**src/rtl/cpu_bus_interconnect_if.sv**
```systemverilog
// Bus bundle between the CPU native memory port, the interconnect and its slave ports.
// "slave" is the interconnect's view; "master" is the CPU/peripheral environment's view.
interface cpu_bus_interconnect_if #(
    parameter int NUM_SLAVES = 4
);
    logic                     m_valid;
    logic [31:0]              m_addr;
    logic [31:0]              m_wdata;
    logic [3:0]               m_wstrb;
    logic                     m_ready;
    logic [31:0]              m_rdata;
    logic [NUM_SLAVES-1:0]    s_valid;
    logic [31:0]              s_addr;
    logic [31:0]              s_wdata;
    logic [3:0]               s_wstrb;
    logic [NUM_SLAVES-1:0]    s_ready;
    logic [NUM_SLAVES*32-1:0] s_rdata;

    modport slave (
        input  m_valid, m_addr, m_wdata, m_wstrb, s_ready, s_rdata,
        output m_ready, m_rdata, s_valid, s_addr, s_wdata, s_wstrb
    );

    modport master (
        output m_valid, m_addr, m_wdata, m_wstrb, s_ready, s_rdata,
        input  m_ready, m_rdata, s_valid, s_addr, s_wdata, s_wstrb
    );
endinterface

```
**src/rtl/cpu_bus_interconnect.sv**
```systemverilog
// Address-decoding interconnect for the picorv32 native port: routes to NUM_SLAVES windows,
// times out stalled slaves and answers unmapped/timed-out accesses with an error word.
module cpu_bus_interconnect #(
    parameter int                      NUM_SLAVES     = 4,
    parameter logic [NUM_SLAVES*32-1:0] SLAVE_BASE    = {32'h8000_2000, 32'h8000_1000, 32'h8000_0000, 32'h0000_0000},
    parameter logic [NUM_SLAVES*32-1:0] SLAVE_MASK    = {32'hFFFF_F000, 32'hFFFF_F000, 32'hFFFF_F000, 32'hFFFE_0000},
    parameter int                      TIMEOUT_CYCLES = 255,
    parameter logic [31:0]             ERR_RDATA      = 32'hDEAD_BEEF
) (
    input  logic                   clk,
    input  logic                   resetn,
    cpu_bus_interconnect_if.slave  bus,
    input  logic                   err_clear,
    output logic                   err_irq,
    output logic                   err_flag,
    output logic [31:0]            err_addr,
    output logic [15:0]            err_count
);
    localparam int SW = (NUM_SLAVES > 1) ? $clog2(NUM_SLAVES) : 1;
    localparam int CW = (TIMEOUT_CYCLES > 1) ? $clog2(TIMEOUT_CYCLES) : 1;

    typedef enum logic [1:0] {IDLE, ACTIVE, RESP, GUARD} state_t;

    state_t                state_q, state_d;
    logic [NUM_SLAVES-1:0] s_valid_q, s_valid_d;
    logic [31:0]           s_addr_q, s_addr_d;
    logic [31:0]           s_wdata_q, s_wdata_d;
    logic [3:0]            s_wstrb_q, s_wstrb_d;
    logic [31:0]           m_rdata_q, m_rdata_d;
    logic [SW-1:0]         sel_q, sel_d;
    logic [CW-1:0]         cnt_q, cnt_d;
    logic                  err_resp_q, err_resp_d;
    logic                  err_flag_q, err_flag_d;
    logic [31:0]           err_addr_q, err_addr_d;
    logic [15:0]           err_count_q, err_count_d;

    logic [NUM_SLAVES-1:0] match;
    logic                  hit;
    logic [SW-1:0]         hit_idx;
    logic                  sel_ready;
    logic [31:0]           sel_rdata;
    logic                  timeout_hit;
    logic                  err_event;

    for (genvar gi = 0; gi < NUM_SLAVES; gi++) begin : g_decode
        assign match[gi] = (bus.m_addr & SLAVE_MASK[32*gi +: 32]) == SLAVE_BASE[32*gi +: 32];
    end

    // Scan downward so the lowest matching window ends up selected.
    always_comb begin
        hit     = 1'b0;
        hit_idx = '0;
        for (int i = NUM_SLAVES - 1; i >= 0; i--) begin
            if (match[i]) begin
                hit     = 1'b1;
                hit_idx = SW'(i);
            end
        end
    end

    assign sel_ready   = bus.s_ready[sel_q];
    assign sel_rdata   = bus.s_rdata[32*sel_q +: 32];
    assign timeout_hit = (TIMEOUT_CYCLES != 0) && (cnt_q == CW'(TIMEOUT_CYCLES - 1));

    always_comb begin
        state_d    = state_q;
        s_valid_d  = s_valid_q;
        s_addr_d   = s_addr_q;
        s_wdata_d  = s_wdata_q;
        s_wstrb_d  = s_wstrb_q;
        m_rdata_d  = m_rdata_q;
        sel_d      = sel_q;
        cnt_d      = cnt_q;
        err_resp_d = err_resp_q;
        err_event  = 1'b0;
        case (state_q)
            IDLE: begin
                if (bus.m_valid) begin
                    s_addr_d   = bus.m_addr;
                    s_wdata_d  = bus.m_wdata;
                    s_wstrb_d  = bus.m_wstrb;
                    err_resp_d = 1'b0;
                    if (hit) begin
                        s_valid_d = NUM_SLAVES'(1) << hit_idx;
                        sel_d     = hit_idx;
                        cnt_d     = '0;
                        state_d   = ACTIVE;
                    end else begin
                        m_rdata_d  = ERR_RDATA;
                        err_resp_d = 1'b1;
                        err_event  = 1'b1;
                        state_d    = RESP;
                    end
                end
            end
            ACTIVE: begin
                // A ready arriving on the last allowed cycle still beats the timeout.
                if (sel_ready) begin
                    m_rdata_d  = sel_rdata;
                    s_valid_d  = '0;
                    err_resp_d = 1'b0;
                    state_d    = RESP;
                end else if (timeout_hit) begin
                    m_rdata_d  = ERR_RDATA;
                    s_valid_d  = '0;
                    err_resp_d = 1'b1;
                    err_event  = 1'b1;
                    state_d    = RESP;
                end else begin
                    cnt_d = cnt_q + CW'(1);
                end
            end
            RESP: begin
                err_resp_d = 1'b0;
                state_d    = GUARD;
            end
            default: state_d = IDLE;
        endcase
    end

    // A fresh error takes priority over err_clear, so the cleared count restarts at one.
    always_comb begin
        err_flag_d  = err_flag_q;
        err_addr_d  = err_addr_q;
        err_count_d = err_count_q;
        if (err_event) begin
            err_flag_d  = 1'b1;
            err_addr_d  = (state_q == IDLE) ? bus.m_addr : s_addr_q;
            if (err_clear)
                err_count_d = 16'd1;
            else if (err_count_q != 16'hFFFF)
                err_count_d = err_count_q + 16'd1;
        end else if (err_clear) begin
            err_flag_d  = 1'b0;
            err_count_d = 16'd0;
        end
    end

    always_ff @(posedge clk) begin
        if (!resetn) begin
            state_q     <= IDLE;
            s_valid_q   <= '0;
            s_addr_q    <= '0;
            s_wdata_q   <= '0;
            s_wstrb_q   <= '0;
            m_rdata_q   <= '0;
            sel_q       <= '0;
            cnt_q       <= '0;
            err_resp_q  <= 1'b0;
            err_flag_q  <= 1'b0;
            err_addr_q  <= '0;
            err_count_q <= '0;
        end else begin
            state_q     <= state_d;
            s_valid_q   <= s_valid_d;
            s_addr_q    <= s_addr_d;
            s_wdata_q   <= s_wdata_d;
            s_wstrb_q   <= s_wstrb_d;
            m_rdata_q   <= m_rdata_d;
            sel_q       <= sel_d;
            cnt_q       <= cnt_d;
            err_resp_q  <= err_resp_d;
            err_flag_q  <= err_flag_d;
            err_addr_q  <= err_addr_d;
            err_count_q <= err_count_d;
        end
    end

    assign bus.m_ready = (state_q == RESP);
    assign bus.m_rdata = m_rdata_q;
    assign bus.s_valid = s_valid_q;
    assign bus.s_addr  = s_addr_q;
    assign bus.s_wdata = s_wdata_q;
    assign bus.s_wstrb = s_wstrb_q;
    assign err_irq     = (state_q == RESP) && err_resp_q;
    assign err_flag    = err_flag_q;
    assign err_addr    = err_addr_q;
    assign err_count   = err_count_q;
endmodule

```
**src/flat_wrapper.sv**
```systemverilog
// flat-port wrapper written by rule: the top's interface ports become plain ports
module cpu_bus_interconnect_flat 
#(
    parameter int                      NUM_SLAVES     = 4,
    parameter logic [NUM_SLAVES*32-1:0] SLAVE_BASE    = {32'h8000_2000, 32'h8000_1000, 32'h8000_0000, 32'h0000_0000},
    parameter logic [NUM_SLAVES*32-1:0] SLAVE_MASK    = {32'hFFFF_F000, 32'hFFFF_F000, 32'hFFFF_F000, 32'hFFFE_0000},
    parameter int                      TIMEOUT_CYCLES = 255,
    parameter logic [31:0]             ERR_RDATA      = 32'hDEAD_BEEF
)
  (clk, resetn, err_clear, err_irq, err_flag, err_addr, err_count, bus_m_valid, bus_m_addr, bus_m_wdata, bus_m_wstrb, bus_s_ready, bus_s_rdata, bus_m_ready, bus_m_rdata, bus_s_valid, bus_s_addr, bus_s_wdata, bus_s_wstrb);
  cpu_bus_interconnect_if #(.NUM_SLAVES(NUM_SLAVES)) bus_i ();
  input  logic clk;
  input  logic resetn;
  input  logic err_clear;
  output logic err_irq;
  output logic err_flag;
  output logic [31:0] err_addr;
  output logic [15:0] err_count;
  input wire logic [$bits(bus_i.m_valid)-1:0] bus_m_valid;
  input wire logic [$bits(bus_i.m_addr)-1:0] bus_m_addr;
  input wire logic [$bits(bus_i.m_wdata)-1:0] bus_m_wdata;
  input wire logic [$bits(bus_i.m_wstrb)-1:0] bus_m_wstrb;
  input wire logic [$bits(bus_i.s_ready)-1:0] bus_s_ready;
  input wire logic [$bits(bus_i.s_rdata)-1:0] bus_s_rdata;
  output wire logic [$bits(bus_i.m_ready)-1:0] bus_m_ready;
  output wire logic [$bits(bus_i.m_rdata)-1:0] bus_m_rdata;
  output wire logic [$bits(bus_i.s_valid)-1:0] bus_s_valid;
  output wire logic [$bits(bus_i.s_addr)-1:0] bus_s_addr;
  output wire logic [$bits(bus_i.s_wdata)-1:0] bus_s_wdata;
  output wire logic [$bits(bus_i.s_wstrb)-1:0] bus_s_wstrb;
  assign bus_i.m_valid = bus_m_valid;
  assign bus_i.m_addr = bus_m_addr;
  assign bus_i.m_wdata = bus_m_wdata;
  assign bus_i.m_wstrb = bus_m_wstrb;
  assign bus_i.s_ready = bus_s_ready;
  assign bus_i.s_rdata = bus_s_rdata;
  assign bus_m_ready = bus_i.m_ready;
  assign bus_m_rdata = bus_i.m_rdata;
  assign bus_s_valid = bus_i.s_valid;
  assign bus_s_addr = bus_i.s_addr;
  assign bus_s_wdata = bus_i.s_wdata;
  assign bus_s_wstrb = bus_i.s_wstrb;
  cpu_bus_interconnect #(.NUM_SLAVES(NUM_SLAVES), .SLAVE_BASE(SLAVE_BASE), .SLAVE_MASK(SLAVE_MASK), .TIMEOUT_CYCLES(TIMEOUT_CYCLES), .ERR_RDATA(ERR_RDATA)) u_core (.clk(clk), .resetn(resetn), .bus(bus_i), .err_clear(err_clear), .err_irq(err_irq), .err_flag(err_flag), .err_addr(err_addr), .err_count(err_count));
endmodule
```
**config.mk**
```make
export PLATFORM = sky130hd
export DESIGN_NAME = cpu_bus_interconnect_flat
export DESIGN_NICKNAME = d
export VERILOG_FILES = /design/src/rtl/cpu_bus_interconnect_if.sv /design/src/rtl/cpu_bus_interconnect.sv /design/src/flat_wrapper.sv
export SDC_FILE = /design/constraint.sdc
export NUM_CORES = 1
export LEC_CHECK = 0
export CORE_MARGIN = 4
export CORE_UTILIZATION = 45
export CTS_CLUSTER_SIZE = 16
export DETAILED_ROUTE_END_ITERATION = 7
export DONT_BUFFER_PORTS = 1
export GPL_TIMING_DRIVEN = 0
export PLACE_DENSITY = 0.59
export SLEW_MARGIN = 20
export SYNTH_ARGS = -nofsm -noshare
export SYNTH_HDL_FRONTEND = slang
export SYNTH_SLANG_ARGS = --single-unit
```
**constraint.sdc**
```tcl
create_clock -name clk -period 2.3 [get_ports clk]
set_input_delay 0.46 -clock clk [delete_from_list [all_inputs] [get_ports clk]]
set_output_delay 0.46 -clock clk [all_outputs]
set_load 0.01 [all_outputs]
```
==> flow_summary.json, run 1 <==
{
  "outcome": "finished, final reports clean",
  "nFillCells": 1524,
  "path_max_fanout": 10,
  "ys_ff_latch": 166,
  "ff2ff_setup_slack_ns": 0.05,
  "grt-ovfl-total": 0,
  "grt_pass1_wl_um": 37650,
  "worstSetupEndpointType": "flop",
  "syn_area_per_cell_um2": 9.832,
  "max_stage_delay_ns": 0.52,
  "cts_made_buffers": 17,
  "required_ns": 2.65,
  "grtUsageTotal_pct": 24.32,
  "cp.arrival_ns": 2.59,
  "via_per_inst": 6.105,
  "nets": 1033,
  "maxSlewViolCount": 0,
  "dr_wl_met3_um": 2728,
  "gp_congestion": 0.8469,
  "grt_max_degree": 17,
  "areaGrowthSynthToFinish_pct": 14.28,
  "ant_nets": 0,
  "vdd_drop_max_uv": 580.3,
  "ys_warn_count": 0,
  "hold_slack_ns": 0.1748,
  "drive_above_1_share_pct": 16.41,
  "die_x_um": 139.8,
  "tritoncts": "yes",
  "vias": 6447,
  "io-pin-count": 359,
  "synth_edf_count": 0,
  "hold_violations": 0,
  "rsz0062_at_grt": "yes",
  "hold_buffers": 0,
  "clk_path_buf_depth": 2,
  "path_common_cell": "buf_6",
  "wl_met2_um": 12690,
  "clockRootBuffer": "clkbuf_16",
  "top_layer": "met4",
  "synth.distinct_cells": 61,
  "cts_max_level": 4,
  "ys_seq_area_share_pct": 42.52,
  "antenna_found_initial": 1,
  "stdcell_area_mm2": 0.008932,
  "wl_met1_um": 9092,
  "synth_cells": 795,
  "worstSetupPathType": "reg -> reg",
  "drtIter0Drc": 275,
  "min_period_ns": 2.248,
  "setup_viol": 0,
  "clk_latency_ns": 0.42,
  "maxCapViolCount": 0,
  "synthArstFlopShare_pct": 0,
  "fmax_mhz": 444.9,
  "fp.dieH_um": 139.8,
  "clk_pin_slew_worst_paths_ns": 0.07,
  "core_mm2": 0.01682,
  "die_area_mm2": 0.01954,
  "io_buffers": 0,
  "dpl-instance-area_mm2": 0.008092,
  "synth_ff_type": "dfxtp_1",
  "clkSinkCount": 166,
  "initial_core_util_pct": 46.47,
  "synth_area_mm2": 0.007816,
  "wl_um": 24920,
  "relSlewSlack_pct": 44.49,
  "p_leak_nw": 3.498,
  "num_rows": 47,
  "hpwl_um": 19420,
  "fin_crit_sh_pct": 97.72,
  "tightest_slew_ns": 0.8327,
  "remaining_drc_errors": 0,
  "fin_skew_ns": 0.01215,
  "hold_path_class": "in -> reg",
  "grt_pass1_vias": 6475,
  "synth_fp_nets": 1006,
  "wl_per_cell_um": 23.60,
  "worst_path_max_delay_cell": "or4_1",
  "first_pass_iters": 5,
  "powerDensity_mw_per_mm2": 1185,
  "critPathLaunchType": "flop",
  "crit_chain": "buf_6 > mux2_2 > o22ai_4 > a31oi_2 > and2_4 > buf_6 > or4_1 > a21oi_2"
}
## through the flow
stage	util, %	setup WS [ns]	setup TNS (ns)	std cells	total power [mW]
after global routing	53.11	-0.03470	-0.06092	1056	11.18
after global placement	48.11	-0.8517	-48.70	1015	7.292
final	53.11	0.05234	0	1056	10.59
after CTS	52.37	0.02196	0	1048	10.59
after floorplan	-	0.09131	0	795	6.528
after detailed placement	48.11	-0.8456	-49.23	1015	7.419
## final cells by class
| type | instances | area, µm² | share of cell area (%) |
|---|---|---|---|
| antenna | 1 | 2.502 | 0.02802 |
| buffer | 64 | 329.1 | 3.684 |
| clock buffer | 19 | 432.9 | 4.847 |
| clock inverter | 13 | 193.9 | 2.171 |
| inverter | 8 | 30.03 | 0.3362 |
| multi-input combinational | 556 | 4262 | 47.71 |
| sequential | 166 | 3327 | 37.25 |
| tap | 220 | 275.3 | 3.082 |
| timing repair buffer | 9 | 80.08 | 0.8965 |
## routing by layer
layer,vias up,global-route usage (%)
met4,0,6.884
li1,2949,-
met1,3146,27.05
met2,323,42.59
met5,-,0
met3,29,10.29
## worst max-delay path, delay by kind of cell, from the launching register on
kind / cells / cell delay (ns)
compound gates: 3 / 0.52
mux: 1 / 0.36
buf+inv: 2 / 0.26
simple gates: 2 / 0.71
flops: 1 / 0.33
## cells by family (layout without fill, tap and decap cells)
logic type                 Yosys count  in the layout  synth area share [%]
and+or+nand+nor                    282            282                 16.74
AOI/OAI and AO/OA                  189            189                 20.25
DFF                                166            166                 42.52
buffers and inverters               73            113                 4.194
muxes                               70             70                 14.28
xor gates and xnor gates             8              8                0.8965
adders and majority gates            7              7                 1.120
other                                0              1                     0
## cells in the mapped netlist, types with 3 or more instances
cell,number,area (µm²)
xnor2_1,8,70.07
mux4_2,33,743.2
nor2b_1,3,18.77
and3_1,6,37.54
clkbuf_1,51,191.4
a32o_1,8,80.08
nand4_1,6,37.54
ha_1,7,87.58
o211a_1,32,320.3
nor3_1,4,20.02
nand2_1,194,728.2
buf_2,4,20.02
mux2i_1,35,350.3
a21boi_0,72,540.5
and2_1,5,31.28
dfxtp_1,166,3323
nor4_1,3,18.77
o21ai_0,10,50.05
nor2_1,17,63.81
o221a_2,3,33.78
or4_1,10,75.07
buf_1,3,11.26
o31ai_1,9,67.56
buf_6,6,67.56
inv_1,8,30.03
a21oi_1,15,75.07
or3_1,4,25.02
o221a_1,21,236.5
nand3_1,12,60.06
## flip-flops by register name, summed over array words and instances, names as in the netlist
register / cells
u_core.sel_q: 2
u_core.cnt_q: 8
u_core.err_count: 16
u_core.bus.s_addr: 32
u_core.bus.s_wdata: 32
u_core.bus.s_valid: 4
u_core.err_resp_q: 1
u_core.err_flag: 1
u_core.bus.m_rdata: 32
u_core.err_addr: 32
u_core.state_q: 2
u_core.bus.s_wstrb: 4
## what timing repair did
item	CTS	global route
setup buffers	2	7
endpoints found under the setup margin	96	84
pin swaps	3	4
gates resized for setup	28	22
## placed cells by master (no fill, tap or decap), types with 4 or more instances in the layout
cell / instances
and2_1: 5
mux2i_1: 35
nor4_2: 5
buf_4: 10
nand2_1: 193
clkbuf_2: 11
a21boi_0: 72
nor2_1: 16
o21ai_0: 10
nand4_1: 6
nand3_1: 12
o31ai_1: 9
dfxtp_1: 163
o211a_1: 32
mux4_2: 33
xnor2_1: 8
clkbuf_16: 17
or3_1: 4
o221a_1: 21
ha_1: 7
or4_1: 10
bufinv_16: 4
inv_1: 6
a21oi_2: 4
a32o_1: 8
and3_1: 6
buf_6: 7
clkbuf_1: 38
a21oi_1: 13
## where the power goes
group | switching, mW | total [mW] | leakage (nW) | internal, mW
registers | 0.925 | 4.51 | 1.36 | 3.59
logic | 1.72 | 2.99 | 1.82 | 1.27
clock network | 1.25 | 3.09 | 0.308 | 1.84
total | 3.89 | 10.6 | 3.50 | 6.70
## final timing paths
check               startpoint               endpoint  cells after the start
max reg2reg    u_core.sel_q[0]    u_core.err_count[8]                      8
min reg2reg  u_core.err_resp_q      u_core.err_resp_q                      2
min             bus_m_addr[26]  u_core.bus.s_addr[26]                      2
max            u_core.sel_q[0]    u_core.err_count[8]                      8
Power figures use the tool's default switching activity.
==> inputs of run 2 (changes only) <==
--- a/config.mk
+++ b/config.mk
@@ -12,6 +12,7 @@
 export DONT_BUFFER_PORTS = 1
 export GPL_TIMING_DRIVEN = 0
 export PLACE_DENSITY = 0.59
+export REMOVE_ABC_BUFFERS = 1
 export SLEW_MARGIN = 20
 export SYNTH_ARGS = -nofsm -noshare
 export SYNTH_HDL_FRONTEND = slang
==> run 2 against run 1 <==
Against the previous run:
- non-clock buffer count shrank 39
- register-to-register slack lost 0.02 ns
- cell count shrank 2.8%
- combinational power grew 19%
- maximum frequency shrank 0.79%
- power grew 3.1%
- utilization grew 0.94 points
- clock skew shrank 0.0023 ns
- sequential cell count is the same
==> flow_summary.json, run 2 (synthesis results as in run 1) <==
{
  "ff2ff_setup_slack_ns": 0.03,
  "ant_nets": 0,
  "fmax_mhz": 441.4,
  "cts_made_buffers": 17,
  "wl_um": 26740,
  "core_mm2": 0.01682,
  "vias": 6379,
  "first_pass_iters": 5,
  "grt_max_degree": 153,
  "grtUsageTotal_pct": 26.07,
  "grt_pass1_vias": 6383,
  "worstRegToRegCells": 11,
  "met3_usage_pct": 10.33,
  "r2r_start": "u_core.state_q[1]",
  "fp.dieH_um": 139.8,
  "io-pin-count": 359,
  "layout_common_cells": "nand2_1 (192), dfxtp_1 (162), a21boi_0 (72)",
  "whs_path_depth": 2,
  "r2r-end": "u_core.err_count[13]",
  "clkSinkCount": 166,
  "vdd_drop_max_uv": 542.3,
  "remaining_drc_errors": 0,
  "cp.arrival_ns": 2.61,
  "grt_busiest_layer": "met2",
  "setup_viol": 0,
  "areaGrowthSynthToFinish_pct": 16.30,
  "grt_util_met2_pct": 48.04,
  "hpwl_um": 18130,
  "fin_skew_ns": 0.009878,
  "hold_buffers": 0,
  "wl_per_cell_um": 26.06,
  "die_area_mm2": 0.01954,
  "grt_pass1_wl_um": 39650,
  "io_buffers": 0,
  "antenna_found_initial": 10,
  "relSlewSlack_pct": 59.24,
  "p_leak_nw": 3.553,
  "outcome": "finished, final reports clean",
  "worstSetupPathType": "reg -> reg",
  "via_per_inst": 6.217,
  "multi_input_area_mm2": 0.004383,
  "grt_use_met1_pct": 26.32,
  "final.setup.worst_slack_ns": 0.03440,
  "nFillCells": 1517,
  "tightest_slew_ns": 0.6068,
  "final_common_cell": "nand2_1",
  "seqCellArea_mm2": 0.003336,
  "maxCapViolCount": 0,
  "drtIter0Drc": 319,
  "min_to": "u_core.bus.s_wdata[18]",
  "powerDensity_mw_per_mm2": 1200,
  "finalPower_mw": 10.91,
  "hold_slack_ns": 0.1694,
  "pre_cts_slack_ns": -0.8611,
  "die_x_um": 139.8,
  "hold_path_class": "in -> reg",
  "path_max_fanout": 19,
  "clk_pin_slew_worst_paths_ns": 0.07,
  "num_rows": 47,
  "drive_above_1_share_pct": 18.17,
  "nets": 997,
  "finish.utilization_pct": 54.05,
  "gp_congestion": 0.9267,
  "hold_violations": 0,
  "required_ns": 2.65,
  "clk_latency_ns": 0.43,
  "worstHoldStart": "bus_m_wdata[18]",
  "initial_core_util_pct": 46.47,
  "fin_crit_sh_pct": 98.50,
  "maxSlewViolCount": 0,
  "grt-ovfl-total": 0,
  "cts_max_level": 4,
  "min_period_ns": 2.266,
  "critPathLaunchType": "flop",
  "clk_path_buf_depth": 2,
  "clockRootBuffer": "clkbuf_16",
  "worstSetupEndpointType": "flop",
  "tritoncts": "yes"
}
[run 2: cell count changes in the layout (fill, tap and decap cells not counted), sizes merged]
cell | before | now
nand2 | 195 | 196
clkinv | 5 | 4
clkinvlp | 0 | 1
nor3b | 2 | 3
buf | 23 | 30
inv | 12 | 11
bufbuf | 0 | 4
diode | 1 | 8
and2 | 6 | 7
clkbuf | 69 | 21
bufinv | 4 | 2
[run 2: per-stage QoR]
step	TNS (ns)	instance area [µm²]	std cells
after CTS	0	8944	1011
after floorplan	-388.84	7518	730
final	0	9090	1026
after global placement	-731.63	7794	950
after global routing	-0.06999	9090	1026
after detailed placement	-63.10	7949	955
[run 2: area by class of cell]
class / count / share of cell area, %
Multi-Input combinational cell: 559 / 48.22
Clock buffer: 21 / 4.955
Clock inverter: 10 / 1.335
Timing Repair Buffer: 34 / 5.162
Tap cell: 220 / 3.028
Antenna cell: 8 / 0.2202
Inverter: 8 / 0.3854
Sequential cell: 166 / 36.70
[run 2: critical path, stage by stage (launching register included)]
cell	delay (ns)
dfxtp_4	0.37
inv_4	0.08
ha_4	0.15
buf_16	0.13
nand2_8	0.06
buf_16	0.15
a31oi_4	0.19
a31oi_4	0.05
and2_4	0.19
buf_12	0.13
or4_1	0.50
a21oi_1	0.16
[run 2: worst max-delay path by stage]
stage	startpoint	end	slack, ns	cells past startpoint
after floorplan	u_core.state_q[1]	u_core.err_addr[0]	-3.91	8
after global placement	u_core.state_q[0]	u_core.err_addr[19]	-7.09	8
after detailed placement	u_core.state_q[0]	u_core.err_count[13]	-0.86	10
after CTS	u_core.sel_q[0]	u_core.bus.m_rdata[11]	0.008	6
after global routing	u_core.state_q[1]	u_core.err_count[7]	-0.03	11
final	u_core.state_q[1]	u_core.err_count[13]	0.03	11
[run 2: where the power goes]
| group | internal, mW | switching (mW) |
|---|---|---|
| sequential | 3.59 | 0.922 |
| combinational | 1.70 | 1.87 |
| clock | 1.63 | 1.20 |
[run 2: timing repair]
item,CTS,global route
gates cloned,7,0
resized for setup,18,19
endpoints found under the setup margin,122,74
pin swaps,6,8
hold endpoints to repair,0,0
setup buffers,18,7
[run 2: layer usage]
metal  vias up  wire length, µm  part of all wire, %
met5         -                0                    0
met4         0              721                  2.7
met3        49             2550                  9.5
met2       302            14300                   53
met1      3150             9170                   34
li1       2878                -                    -
==> inputs of run 3 (changes only) <==
--- a/config.mk
+++ b/config.mk
@@ -13,6 +13,7 @@
 export GPL_TIMING_DRIVEN = 0
 export PLACE_DENSITY = 0.59
 export REMOVE_ABC_BUFFERS = 1
+export SKIP_LAST_GASP = 1
 export SLEW_MARGIN = 20
 export SYNTH_ARGS = -nofsm -noshare
 export SYNTH_HDL_FRONTEND = slang
==> run 3 against run 2 <==
Against the previous run:
- critical path depth did not move
- cell count is the same
- die area is the same
- wire length is 0.33% lower
- design area fell by 0.15%
- sequential cell count stayed put
- via count hardly changed
- clock skew shrank 0.0013 ns
- count of clock-buffer cells in the layout did not move
- global-route usage unchanged
- clock power about the same
==> flow_summary.json, run 3 (synthesis results as in run 1) <==
{
  "via_per_inst": 6.216,
  "relSlewSlack_pct": 58.15,
  "cts_max_level": 4,
  "min_period_ns": 2.293,
  "maxCapViolCount": 0,
  "grt_pass1_vias": 6383,
  "p_sw_mw": 3.973,
  "core_mm2": 0.01682,
  "finalPower_mw": 10.89,
  "grt_max_degree": 153,
  "met3_usage_pct": 10.33,
  "grt_util_met2_pct": 48.04,
  "path_max_fanout": 19,
  "die_area_mm2": 0.01954,
  "drtIter0Drc": 291,
  "num_rows": 47,
  "grt_use_met1_pct": 26.32,
  "outcome": "finished, final reports clean",
  "whs_path_depth": 2,
  "initial_core_util_pct": 46.47,
  "setup_viol": 0,
  "remaining_drc_errors": 0,
  "critPathLaunchType": "flop",
  "clk_latency_ns": 0.43,
  "first_pass_iters": 5,
  "grt-ovfl-total": 0,
  "fin_crit_sh_pct": 99.70,
  "cp.arrival_ns": 2.65,
  "worstRegToRegCells": 11,
  "grt_pass1_wl_um": 39650,
  "stdcell_area_mm2": 0.009076,
  "clockRootBuffer": "clkbuf_16",
  "areaGrowthSynthToFinish_pct": 16.12,
  "r2r-end": "u_core.err_count[15]",
  "dpl-instance-area_mm2": 0.007949,
  "io_buffers": 0,
  "hpwl_um": 18130,
  "clk_pin_slew_worst_paths_ns": 0.07,
  "hold_slack_ns": 0.1703,
  "hold_violations": 0,
  "grtUsageTotal_pct": 26.07,
  "critPathLaunch": "u_core.state_q[1]",
  "antenna_found_initial": 10,
  "gp_congestion": 0.9267,
  "worstSetupPathType": "reg -> reg",
  "clk_path_buf_depth": 2,
  "setup_tns_ns": 0,
  "hold_buffers": 0,
  "final_common_cell": "nand2_1",
  "tightest_slew_ns": 0.6230,
  "clkSinkCount": 166,
  "switching_share_pct": 36.48,
  "ant_nets": 0,
  "layout_common_cells": "nand2_1 (192), dfxtp_1 (162), a21boi_0 (72)",
  "ff2ff_setup_slack_ns": 0.007,
  "fin_skew_ns": 0.008575,
  "clock_power_share_pct": 25.9,
  "cts_made_buffers": 17,
  "required_ns": 2.65,
  "r2r_start": "u_core.state_q[1]",
  "p_seq_share_pct": 41.4,
  "intPower_mw": 6.917,
  "tritoncts": "yes",
  "powerDensity_mw_per_mm2": 1200,
  "maxSlewViolCount": 0,
  "wl_per_cell_um": 25.97,
  "io-pin-count": 359,
  "rsz0062_at_grt": "yes",
  "worstSetupEndpointType": "flop",
  "wl_um": 26650,
  "vdd_drop_max_uv": 541.9,
  "power.share.combinational_pct": 32.7,
  "drive_above_1_share_pct": 17.79,
  "grt_busiest_layer": "met2",
  "vias": 6378,
  "p_leak_nw": 3.549,
  "nets": 997,
  "hold_path_class": "in -> reg",
  "fmax_mhz": 436.1,
  "critPathCapture": "u_core.err_count[15]",
  "die_x_um": 139.8,
  "fp.dieH_um": 139.8
}
run 3: cell type report:
class | count | area (µm²)
Clock inverter | 10 | 121.4
Multi-Input combinational cell | 559 | 4369
Timing Repair Buffer | 34 | 469.2
Sequential cell | 166 | 3336
Tap cell | 220 | 275.3
Clock buffer | 21 | 450.4
Inverter | 8 | 35.03
Antenna cell | 8 | 20.02
Fill cell | 1520 | 7742
run 3: how the worst min path moves through the flow:
stage                        endpoint              start  slack [ns]
2_1_floorplan       u_core.err_resp_q  u_core.err_resp_q        0.45
3_3_place_gp        u_core.err_resp_q  u_core.err_resp_q        0.48
3_5_place_dp        u_core.err_resp_q  u_core.err_resp_q        0.50
4_1_cts           u_core.err_addr[11]             resetn        0.16
5_1_grt          u_core.bus.s_addr[0]      bus_m_addr[0]        0.15
6_report       u_core.bus.s_wdata[18]    bus_m_wdata[18]        0.17
run 3: critical path, stage by stage, from the launching register on:
cell     delay, ns
dfxtp_4       0.37
inv_4         0.08
ha_4          0.15
buf_16        0.13
nand2_8       0.06
buf_16        0.15
a31oi_4       0.19
a31oi_4       0.05
and2_4        0.19
buf_12        0.13
or4_1         0.54
a21oi_2       0.15
run 3: layer usage:
metal	wire length [µm]	vias up	share of wire [%]
met5	0	-	0
met4	705	0	2.6
met3	2638	44	9.9
met2	14330	324	54
met1	8972	3131	34
li1	-	2879	-
run 3: what timing repair did:
| item | CTS | global route |
|---|---|---|
| pin swaps | 6 | 8 |
| hold endpoints to repair | 0 | 0 |
| buffers inserted | 18 | 7 |
| resized for setup | 18 | 16 |
| setup endpoints to repair | 122 | 74 |
| gates cloned | 7 | 0 |
run 3: stage by stage:
stage                     cells  worst slack [ns]  utilization (%)
final                      1026          0.006863            53.97
after global routing       1026          -0.04763            53.97
after CTS                  1011          0.007998            53.18
after detailed placement    955           -0.8611            47.26
after global placement      950            -7.095            46.34
after floorplan             730            -3.910                -
run 3: power by group through the flow:
stage | Sequential (mW) | Clock, mW | Combinational, mW
detailed placement | 4.57 | 0 | 2.70
floorplan | 4.32 | 0 | 2.05
finish | 4.51 | 2.82 | 3.56
CTS | 4.51 | 2.86 | 3.43
global placement | 4.46 | 0 | 2.58
global route | 4.60 | 2.99 | 3.88
